**src/rtl/vga_pkg.sv**
```systemverilog
// Shared colour type, palette and default 640x480@60 timing for the VGA scanout path.
package vga_pkg;

    typedef struct packed {
        logic [7:0] r;
        logic [7:0] g;
        logic [7:0] b;
    } rgb_t;

    localparam int H_ACTIVE_DEF = 640;
    localparam int H_FP_DEF     = 16;
    localparam int H_SYNC_DEF   = 96;
    localparam int H_BP_DEF     = 48;
    localparam int V_ACTIVE_DEF = 480;
    localparam int V_FP_DEF     = 10;
    localparam int V_SYNC_DEF   = 2;
    localparam int V_BP_DEF     = 33;

    function automatic int lineTotal(input int active, input int fp, input int sync, input int bp);
        return active + fp + sync + bp;
    endfunction

    localparam int H_TOTAL_DEF = lineTotal(H_ACTIVE_DEF, H_FP_DEF, H_SYNC_DEF, H_BP_DEF);
    localparam int V_TOTAL_DEF = lineTotal(V_ACTIVE_DEF, V_FP_DEF, V_SYNC_DEF, V_BP_DEF);

    // Element 0 is the rightmost entry: 00 black, 01 red, 10 green, 11 white.
    localparam rgb_t [3:0] PALETTE = {24'hFFFFFF, 24'h00FF00, 24'hFF0000, 24'h000000};

endpackage

```
**src/rtl/vga_timing.sv**
```systemverilog
// Pixel-rate divider plus horizontal/vertical scan counters and the raw sync/blank flags they imply.
module vga_timing
    import vga_pkg::*;
#(
    parameter int CLK_DIV  = 2,
    parameter int H_ACTIVE = H_ACTIVE_DEF,
    parameter int H_FP     = H_FP_DEF,
    parameter int H_SYNC   = H_SYNC_DEF,
    parameter int H_BP     = H_BP_DEF,
    parameter int V_ACTIVE = V_ACTIVE_DEF,
    parameter int V_FP     = V_FP_DEF,
    parameter int V_SYNC   = V_SYNC_DEF,
    parameter int V_BP     = V_BP_DEF,
    parameter int HW       = $clog2(lineTotal(H_ACTIVE, H_FP, H_SYNC, H_BP)),
    parameter int VW       = $clog2(lineTotal(V_ACTIVE, V_FP, V_SYNC, V_BP))
) (
    input  logic          clk,
    input  logic          rst,
    output logic          o_tick,
    output logic [HW-1:0] o_h_cnt,
    output logic [VW-1:0] o_v_cnt,
    output logic          o_hsync_raw,
    output logic          o_vsync_raw,
    output logic          o_blank_raw,
    output logic          o_active,
    output logic          o_frame_wrap
);

    localparam int H_TOTAL = lineTotal(H_ACTIVE, H_FP, H_SYNC, H_BP);
    localparam int V_TOTAL = lineTotal(V_ACTIVE, V_FP, V_SYNC, V_BP);
    localparam int DW      = $clog2(CLK_DIV);

    logic [DW-1:0] r_div_cnt;
    logic [HW-1:0] r_h_cnt;
    logic [VW-1:0] r_v_cnt;
    logic          w_tick;
    logic          w_h_last;
    logic          w_v_last;

    assign w_tick   = (r_div_cnt == DW'(CLK_DIV - 1));
    assign w_h_last = (r_h_cnt == HW'(H_TOTAL - 1));
    assign w_v_last = (r_v_cnt == VW'(V_TOTAL - 1));

    always_ff @(posedge clk or posedge rst) begin
        if (rst) begin
            r_div_cnt <= '0;
        end else if (w_tick) begin
            r_div_cnt <= '0;
        end else begin
            r_div_cnt <= r_div_cnt + DW'(1);
        end
    end

    // The line counter advances on the same tick that wraps the pixel counter.
    always_ff @(posedge clk or posedge rst) begin
        if (rst) begin
            r_h_cnt <= '0;
            r_v_cnt <= '0;
        end else if (w_tick) begin
            if (w_h_last) begin
                r_h_cnt <= '0;
                r_v_cnt <= w_v_last ? '0 : r_v_cnt + VW'(1);
            end else begin
                r_h_cnt <= r_h_cnt + HW'(1);
            end
        end
    end

    assign o_tick       = w_tick;
    assign o_h_cnt      = r_h_cnt;
    assign o_v_cnt      = r_v_cnt;
    assign o_hsync_raw  = !((r_h_cnt >= HW'(H_ACTIVE + H_FP)) &&
                            (r_h_cnt <  HW'(H_ACTIVE + H_FP + H_SYNC)));
    assign o_vsync_raw  = !((r_v_cnt >= VW'(V_ACTIVE + V_FP)) &&
                            (r_v_cnt <  VW'(V_ACTIVE + V_FP + V_SYNC)));
    assign o_blank_raw  = (r_h_cnt >= HW'(H_ACTIVE)) || (r_v_cnt >= VW'(V_ACTIVE));
    assign o_active     = !o_blank_raw;
    assign o_frame_wrap = w_tick && w_h_last && w_v_last;

endmodule

```
**src/rtl/vga_scanout.sv**
```systemverilog
// Frame-buffer scanout: drives the pixel-doubled read address and registers sync, blank and palette colour.
module vga_scanout
    import vga_pkg::*;
#(
    parameter int N        = 32,
    parameter int CLK_DIV  = 2,
    parameter int H_ACTIVE = H_ACTIVE_DEF,
    parameter int H_FP     = H_FP_DEF,
    parameter int H_SYNC   = H_SYNC_DEF,
    parameter int H_BP     = H_BP_DEF,
    parameter int V_ACTIVE = V_ACTIVE_DEF,
    parameter int V_FP     = V_FP_DEF,
    parameter int V_SYNC   = V_SYNC_DEF,
    parameter int V_BP     = V_BP_DEF
) (
    input  logic         clk,
    input  logic         rst,
    input  logic [1:0]   pix_data,
    output logic [N-1:0] mem_addr,
    output logic         hsync,
    output logic         vsync,
    output logic         blank,
    output logic [7:0]   vga_r,
    output logic [7:0]   vga_g,
    output logic [7:0]   vga_b,
    output logic         frame_start
);

    localparam int H_TOTAL = lineTotal(H_ACTIVE, H_FP, H_SYNC, H_BP);
    localparam int V_TOTAL = lineTotal(V_ACTIVE, V_FP, V_SYNC, V_BP);
    localparam int HW      = $clog2(H_TOTAL);
    localparam int VW      = $clog2(V_TOTAL);
    localparam int HALF    = N / 2;

    logic          w_tick;
    logic [HW-1:0] w_h_cnt;
    logic [VW-1:0] w_v_cnt;
    logic          w_hsync_raw;
    logic          w_vsync_raw;
    logic          w_blank_raw;
    logic          w_active;
    logic          w_frame_wrap;
    logic [HALF-1:0] w_row;
    logic [HALF-1:0] w_col;

    logic r_hsync;
    logic r_vsync;
    logic r_blank;
    rgb_t r_rgb;
    logic r_frame_start;

    vga_timing #(
        .CLK_DIV (CLK_DIV),
        .H_ACTIVE(H_ACTIVE), .H_FP(H_FP), .H_SYNC(H_SYNC), .H_BP(H_BP),
        .V_ACTIVE(V_ACTIVE), .V_FP(V_FP), .V_SYNC(V_SYNC), .V_BP(V_BP),
        .HW      (HW),
        .VW      (VW)
    ) u_timing (
        .clk         (clk),
        .rst         (rst),
        .o_tick      (w_tick),
        .o_h_cnt     (w_h_cnt),
        .o_v_cnt     (w_v_cnt),
        .o_hsync_raw (w_hsync_raw),
        .o_vsync_raw (w_vsync_raw),
        .o_blank_raw (w_blank_raw),
        .o_active    (w_active),
        .o_frame_wrap(w_frame_wrap)
    );

    // Halving both counters shows each stored pixel as a 2x2 block.
    assign w_row    = HALF'(w_v_cnt >> 1);
    assign w_col    = HALF'(w_h_cnt >> 1);
    assign mem_addr = w_active ? {w_row, w_col} : '0;

    // Memory data for the current address lands one pixel later, so sync and blank share this stage.
    always_ff @(posedge clk or posedge rst) begin
        if (rst) begin
            r_hsync <= 1'b1;
            r_vsync <= 1'b1;
            r_blank <= 1'b1;
            r_rgb   <= '0;
        end else if (w_tick) begin
            r_hsync <= w_hsync_raw;
            r_vsync <= w_vsync_raw;
            r_blank <= w_blank_raw;
            r_rgb   <= w_blank_raw ? '0 : PALETTE[pix_data];
        end
    end

    always_ff @(posedge clk or posedge rst) begin
        if (rst) begin
            r_frame_start <= 1'b0;
        end else begin
            r_frame_start <= w_frame_wrap;
        end
    end

    assign hsync       = r_hsync;
    assign vsync       = r_vsync;
    assign blank       = r_blank;
    assign vga_r       = r_rgb.r;
    assign vga_g       = r_rgb.g;
    assign vga_b       = r_rgb.b;
    assign frame_start = r_frame_start;

endmodule
```
**config.mk**
```make
export PLATFORM = sky130hd
export DESIGN_NAME = vga_scanout
export DESIGN_NICKNAME = d
export VERILOG_FILES = /design/src/rtl/vga_pkg.sv /design/src/rtl/vga_timing.sv /design/src/rtl/vga_scanout.sv
export SDC_FILE = /design/constraint.sdc
export NUM_CORES = 1
export LEC_CHECK = 0
export CAP_MARGIN = 20
export CORE_MARGIN = 3
export CORE_UTILIZATION = 45
export DETAILED_ROUTE_END_ITERATION = 10
export MAX_ROUTING_LAYER = met4
export PLACE_DENSITY = 0.9
export SLEW_MARGIN = 25
export SYNTH_ARGS = -nofsm -noshare
export SYNTH_HDL_FRONTEND = slang
export SYNTH_SLANG_ARGS = --single-unit
```
**constraint.sdc**
```tcl
create_clock -name clk -period 3.5 [get_ports clk]
set_clock_uncertainty 0.2 [all_clocks]
set_input_delay 0.35 -clock clk [delete_from_list [all_inputs] [get_ports clk]]
set_output_delay 0.35 -clock clk [all_outputs]
set_load 0.01 [all_outputs]
```
* Word-level counts from Yosys, hierarchy flattened *
Index checks and enable logic that the tools add are counted.

operators by class
  multiplexer cells = 7
  add/sub/neg operators = 3
  eq/ne operators = 2
  order comparisons = 7
  reductions and logical operators = 8

operators with widths
  operator                                                      count
  binary-select mux 24 bit (select 2 bit)                       1
  2-to-1 mux 24 bit                                             2
  2-to-1 mux 25 bit                                             1
  adder 10 x 1 -> 10 bit (second input constant)                2
  == test 10 bit (second input constant)                        2
  >= comparator 10 bit (second input constant)                  2
  >= comparator 10 x 9 -> 1 bit (second input constant)         2
  2-to-1 mux 10 bit                                             2
  less-than comparator 10 bit (second input constant)           1
  less-than comparator 10 x 9 -> 1 bit (second input constant)  1
  logical AND 1 bit                                             4
  less-than comparator 2 x 3 -> 1 bit (second input constant)   1
  zero test 1 bit                                               2
  AND reduction 2 bit                                           1
  adder 1 bit (second input constant)                           1
  logical OR 1 bit                                              1
  2-to-1 mux 1 bit                                              1

storage, ports and cells
  logic and storage cells = 37
  bits of input ports = 4
  bits in registers = 49
  output and inout bits = 60

* Logic depth before layout (Yosys ltp) *
  depth in word-level cells = 3
  gate-level depth with buffers = 7
  depth with buffers taken out = 6

* By module *
From an unflattened synthesis, not the netlist that was laid out.

second synthesis, totals
  cell total of the unflattened synthesis = 190
  area, all modules = 1881.8 um2

by module, submodules not included
  module       cells an instance  area each (um2)  sequential area each (um2)  instances
  vga_timing   114                1206.2           525.5                       1
  vga_scanout  76                 675.6            178.9                       1

* Worst setup path after synthesis *
No wires, ideal clock.

  path type = register to output
  from = reg u_timing.r_v_cnt[8] (netlist: u_timing.o_v_cnt[8])
  to = out mem_addr[17]
  required time = 2.950 ns
  data arrival time = 1.409 ns
  stages on the path, launching flop included = 5
  setup slack = 1.541 ns
  path buffers = 1
  path through = dfrtp_1 > and4_1 > nor3_2 > clkbuf_1 > and2_1

between the ends
  longest elaborated chain between the ends = 3

ends and longest elaborated chain
  what                           RTL line           source
  start, declared                vga_timing.sv:35   logic [VW-1:0] r_v_cnt;
  start signal, assigned         vga_timing.sv:62   r_v_cnt <= w_v_last ? '0 : r_v_cnt + VW'(1);
  >= comparator 10 x 9 -> 1 bit  vga_timing.sv:76   assign o_blank_raw = (r_h_cnt >= HW'(H_ACTIVE)) || (r_v_cnt >= VW'(V_ACTIVE));
  logical OR 1 bit               vga_timing.sv:76
  2-to-1 mux 25 bit              vga_scanout.sv:74  assign mem_addr = w_active ? {w_row, w_col} : '0;
  end, declared                  vga_scanout.sv:19  output logic [N-1:0] mem_addr,

Every way passes these cells.

* Worst setup path in the final report *
  from = reg u_timing.r_v_cnt[8] (netlist: u_timing.o_v_cnt[8])
  to = out mem_addr[7]

Same word-level chain as after synthesis.

==> impl_metrics.json <==
{
  "cp_max_fo": 12,
  "wire_per_inst_microns": 13.1,
  "crit_type": "reg -> out",
  "htree_levels": 1,
  "wirelength_microns": 3470,
  "drc": 0,
  "ys_warn_count": 0,
  "max-cap-violations": 0,
  "final.min_clock_period_ns": 2.85,
  "path_cells": "and4_1 -> nor3_2 -> buf_4 -> and2_1 -> clkdlybuf4s50_1",
  "grt_pass1_vias": 1246,
  "leakagePower_uw": 0.000981,
  "report.final.setup_viol": 0,
  "numPortBuffers": 48,
  "hold_path_class": "in -> async",
  "drt_iter0_markers": 91,
  "r2r_start": "u_timing.o_v_cnt[1]",
  "fillers": 341,
  "synth_area_leaders": "dfrtp_1, buf_4, and2_1",
  "status": "complete, no violations",
  "avgViaCountPerCell": 5.04,
  "yosysMostFrequentCell": "buf_4",
  "post_cts_buffers": 0,
  "grt_remaining_overflow": 0,
  "critical_path.max_stage_delay_ns": 0.54,
  "ant_nets": 0,
  "power_density_mw_per_mm2": 297,
  "slew_violations": 0,
  "netlist_top_cells_count": "buf_4, dfrtp_1, and2_1, nor2_1, inv_1",
  "timing.final.ws_setup_ns": 0.655,
  "cts_tree": "done",
  "clk_latency_ns": 0.28,
  "boundaryPins": 64,
  "hold_violations": 0,
  "finalInstanceArea_sq_mm": 0.00215,
  "finalCritPeriodShare_pct": 81.3,
  "cts_root_buffer": "clkbuf_8",
  "setup_tns_ns": 0,
  "grt_use_total_pct": 15.4,
  "cts_buffer_depth": 2,
  "gp_congestion": 0.919,
  "crit_path_start": "u_timing.o_v_cnt[8]",
  "placed_cell_area_sq_mm": 0.00208,
  "hpwl_microns": 2560,
  "postCtsHoldBufs": 0,
  "seqCellArea_sq_um": 704,
  "synth_top_area_share_pct": 34.8,
  "numCtsBuffers": 3,
  "critical_path.top_delay_family": "buffers and inverters",
  "final_cells": 265,
  "nets": 226,
  "syn-cell-area_sq_mm": 0.00180,
  "ys_seq_elements": 28,
  "synthArstFlopShare_pct": 100,
  "yosysSeqAreaShare_pct": 39.2,
  "cp-start-kind": "flip-flop",
  "synth.avg_cell_area_sq_um": 9.26,
  "whs_ns": 0.236,
  "core-area_sq_mm": 0.00374,
  "antenna_found_initial": 0,
  "ir_drop_mv": 0.143,
  "die_area_sq_mm": 0.00478,
  "syn_inst": 194,
  "area_growth_pct": 19.9,
  "dp_slack_ns": 0.965,
  "grt_start_max_net_pins": 29,
  "slowest_stage": "clkdlybuf4s50_1",
  "worstSetupEndpointType": "primary output",
  "relSlewSlack_pct": 62.5,
  "dp.cells": 261,
  "clk_pin_slew_ns": 0.10,
  "worst_pin_slew_ns": 0.561,
  "multi_input_area_sq_um": 779,
  "initial_core_util_pct": 48.0,
  "die_x_microns": 69.2,
  "dr.pass1.iters": 4,
  "vias": 1336,
  "die_y_microns": 69.2,
  "arrival_ns": 2.30,
  "num_antenna_cells": 0,
  "synth_largest_area_cell": "dfrtp_1",
  "fp-row-count": 22,
  "grt_pass1_wl_microns": 5960,
  "worstPathRequired_ns": 2.95,
  "clock-sinks": 28,
  "rsz0062_at_grt": "no",
  "crit_buf_inv": 2,
  "yosys_most_used_dff": "dfrtp_1",
  "drive_gt1_share_pct": 5.99,
  "synth_edf_count": 0,
  "fmax_mhz": 351,
  "yosysUniqueCellTypes": 36,
  "cts_resized": 0
}
==> final timing paths <==
| kind | slack, ns | depth (start not counted) | endpoint |
|---|---|---|---|
| setup / recovery | 0.65 | 5 | mem_addr[7] |
| hold / removal | 0.24 | 2 | vga_b[6] |
| setup reg to reg | 1.33 | 6 | u_timing.o_v_cnt[3] |
| hold reg to reg | 0.30 | 2 | hsync |
| max in group asynchronous | 2.49 | 2 | blank |
| min in group clk | 0.30 | 2 | hsync |
==> report_power, final <==
| group | switching (uW) | internal, uW | total [uW] |
|---|---|---|---|
| Sequential | 3.46 | 325 | 329 |
| Clock | 102 | 153 | 255 |
| Combinational | 27.5 | 27.2 | 54.7 |
==> final cells by class <==
| cell class | instances | share of cell area (%) |
|---|---|---|
| tap | 48 | 2.79 |
| inverter | 11 | 1.92 |
| clock inverter | 1 | 1.40 |
| sequential | 28 | 32.7 |
| multi-input combinational | 124 | 36.2 |
| clock buffer | 3 | 1.92 |
| timing repair buffer | 50 | 23.0 |
==> flip-flops by register name, summed over array words and instances, names as in the netlist <==
name / flops
blank: 1
frame_start: 1
hsync: 1
u_timing.o_h_cnt: 10
u_timing.o_tick: 1
u_timing.o_v_cnt: 10
vga_b: 1
vga_g: 1
vga_r: 1
vsync: 1
==> per-layer routing <==
layer | wire (microns) | global-route usage, %
met5 | 0 | -
met4 | 53 | 5.64
met3 | 253 | 2.92
met2 | 1630 | 23.5
met1 | 1530 | 20.3
==> through the flow <==
step / total power (uW) / utilization (%)
2_1_floorplan: 386 / -
3_3_place_gp: 389 / 55.6
3_5_place_dp: 390 / 55.6
4_1_cts: 643 / 57.5
5_1_grt: 660 / 57.5
6_report: 638 / 57.5
==> cell families (layout without fill, tap and decap cells) <==
group | Yosys count | in the layout | synth area share [%]
AND/OR/NAND/NOR | 75 | 75 | 24.9
buffers and inverters | 56 | 65 | 20.3
flip-flops | 28 | 28 | 39.2
AO/OA/AOI/OAI | 16 | 16 | 5.58
XOR/XNOR | 12 | 12 | 5.85
adder cells (fa/ha/maj) | 4 | 4 | 2.79
multiplexers | 2 | 2 | 1.12
other | 1 | 15 | 0.209
==> placed cells by master, fill, tap and decap left out, types with 2 or more instances in the layout <==
cell type	netlist	routed
and2_1	16	16
nor4_1	2	2
and4_1	2	2
a21oi_1	4	4
dfrtp_1	25	25
xor2_1	5	5
a22o_1	2	2
a41oi_1	2	2
mux2i_1	2	2
dfstp_2	3	3
nand3_1	7	7
xnor2_1	7	7
clkbuf_8	0	3
nand4_1	7	7
nor3_1	6	6
o21ai_0	6	6
nor2_1	14	14
and3_1	4	4
buf_4	38	2
conb_1	1	15
clkdlybuf4s50_1	0	48
nand2_1	8	8
ha_1	4	4
inv_1	11	10
Power figures use the tool's default switching activity.
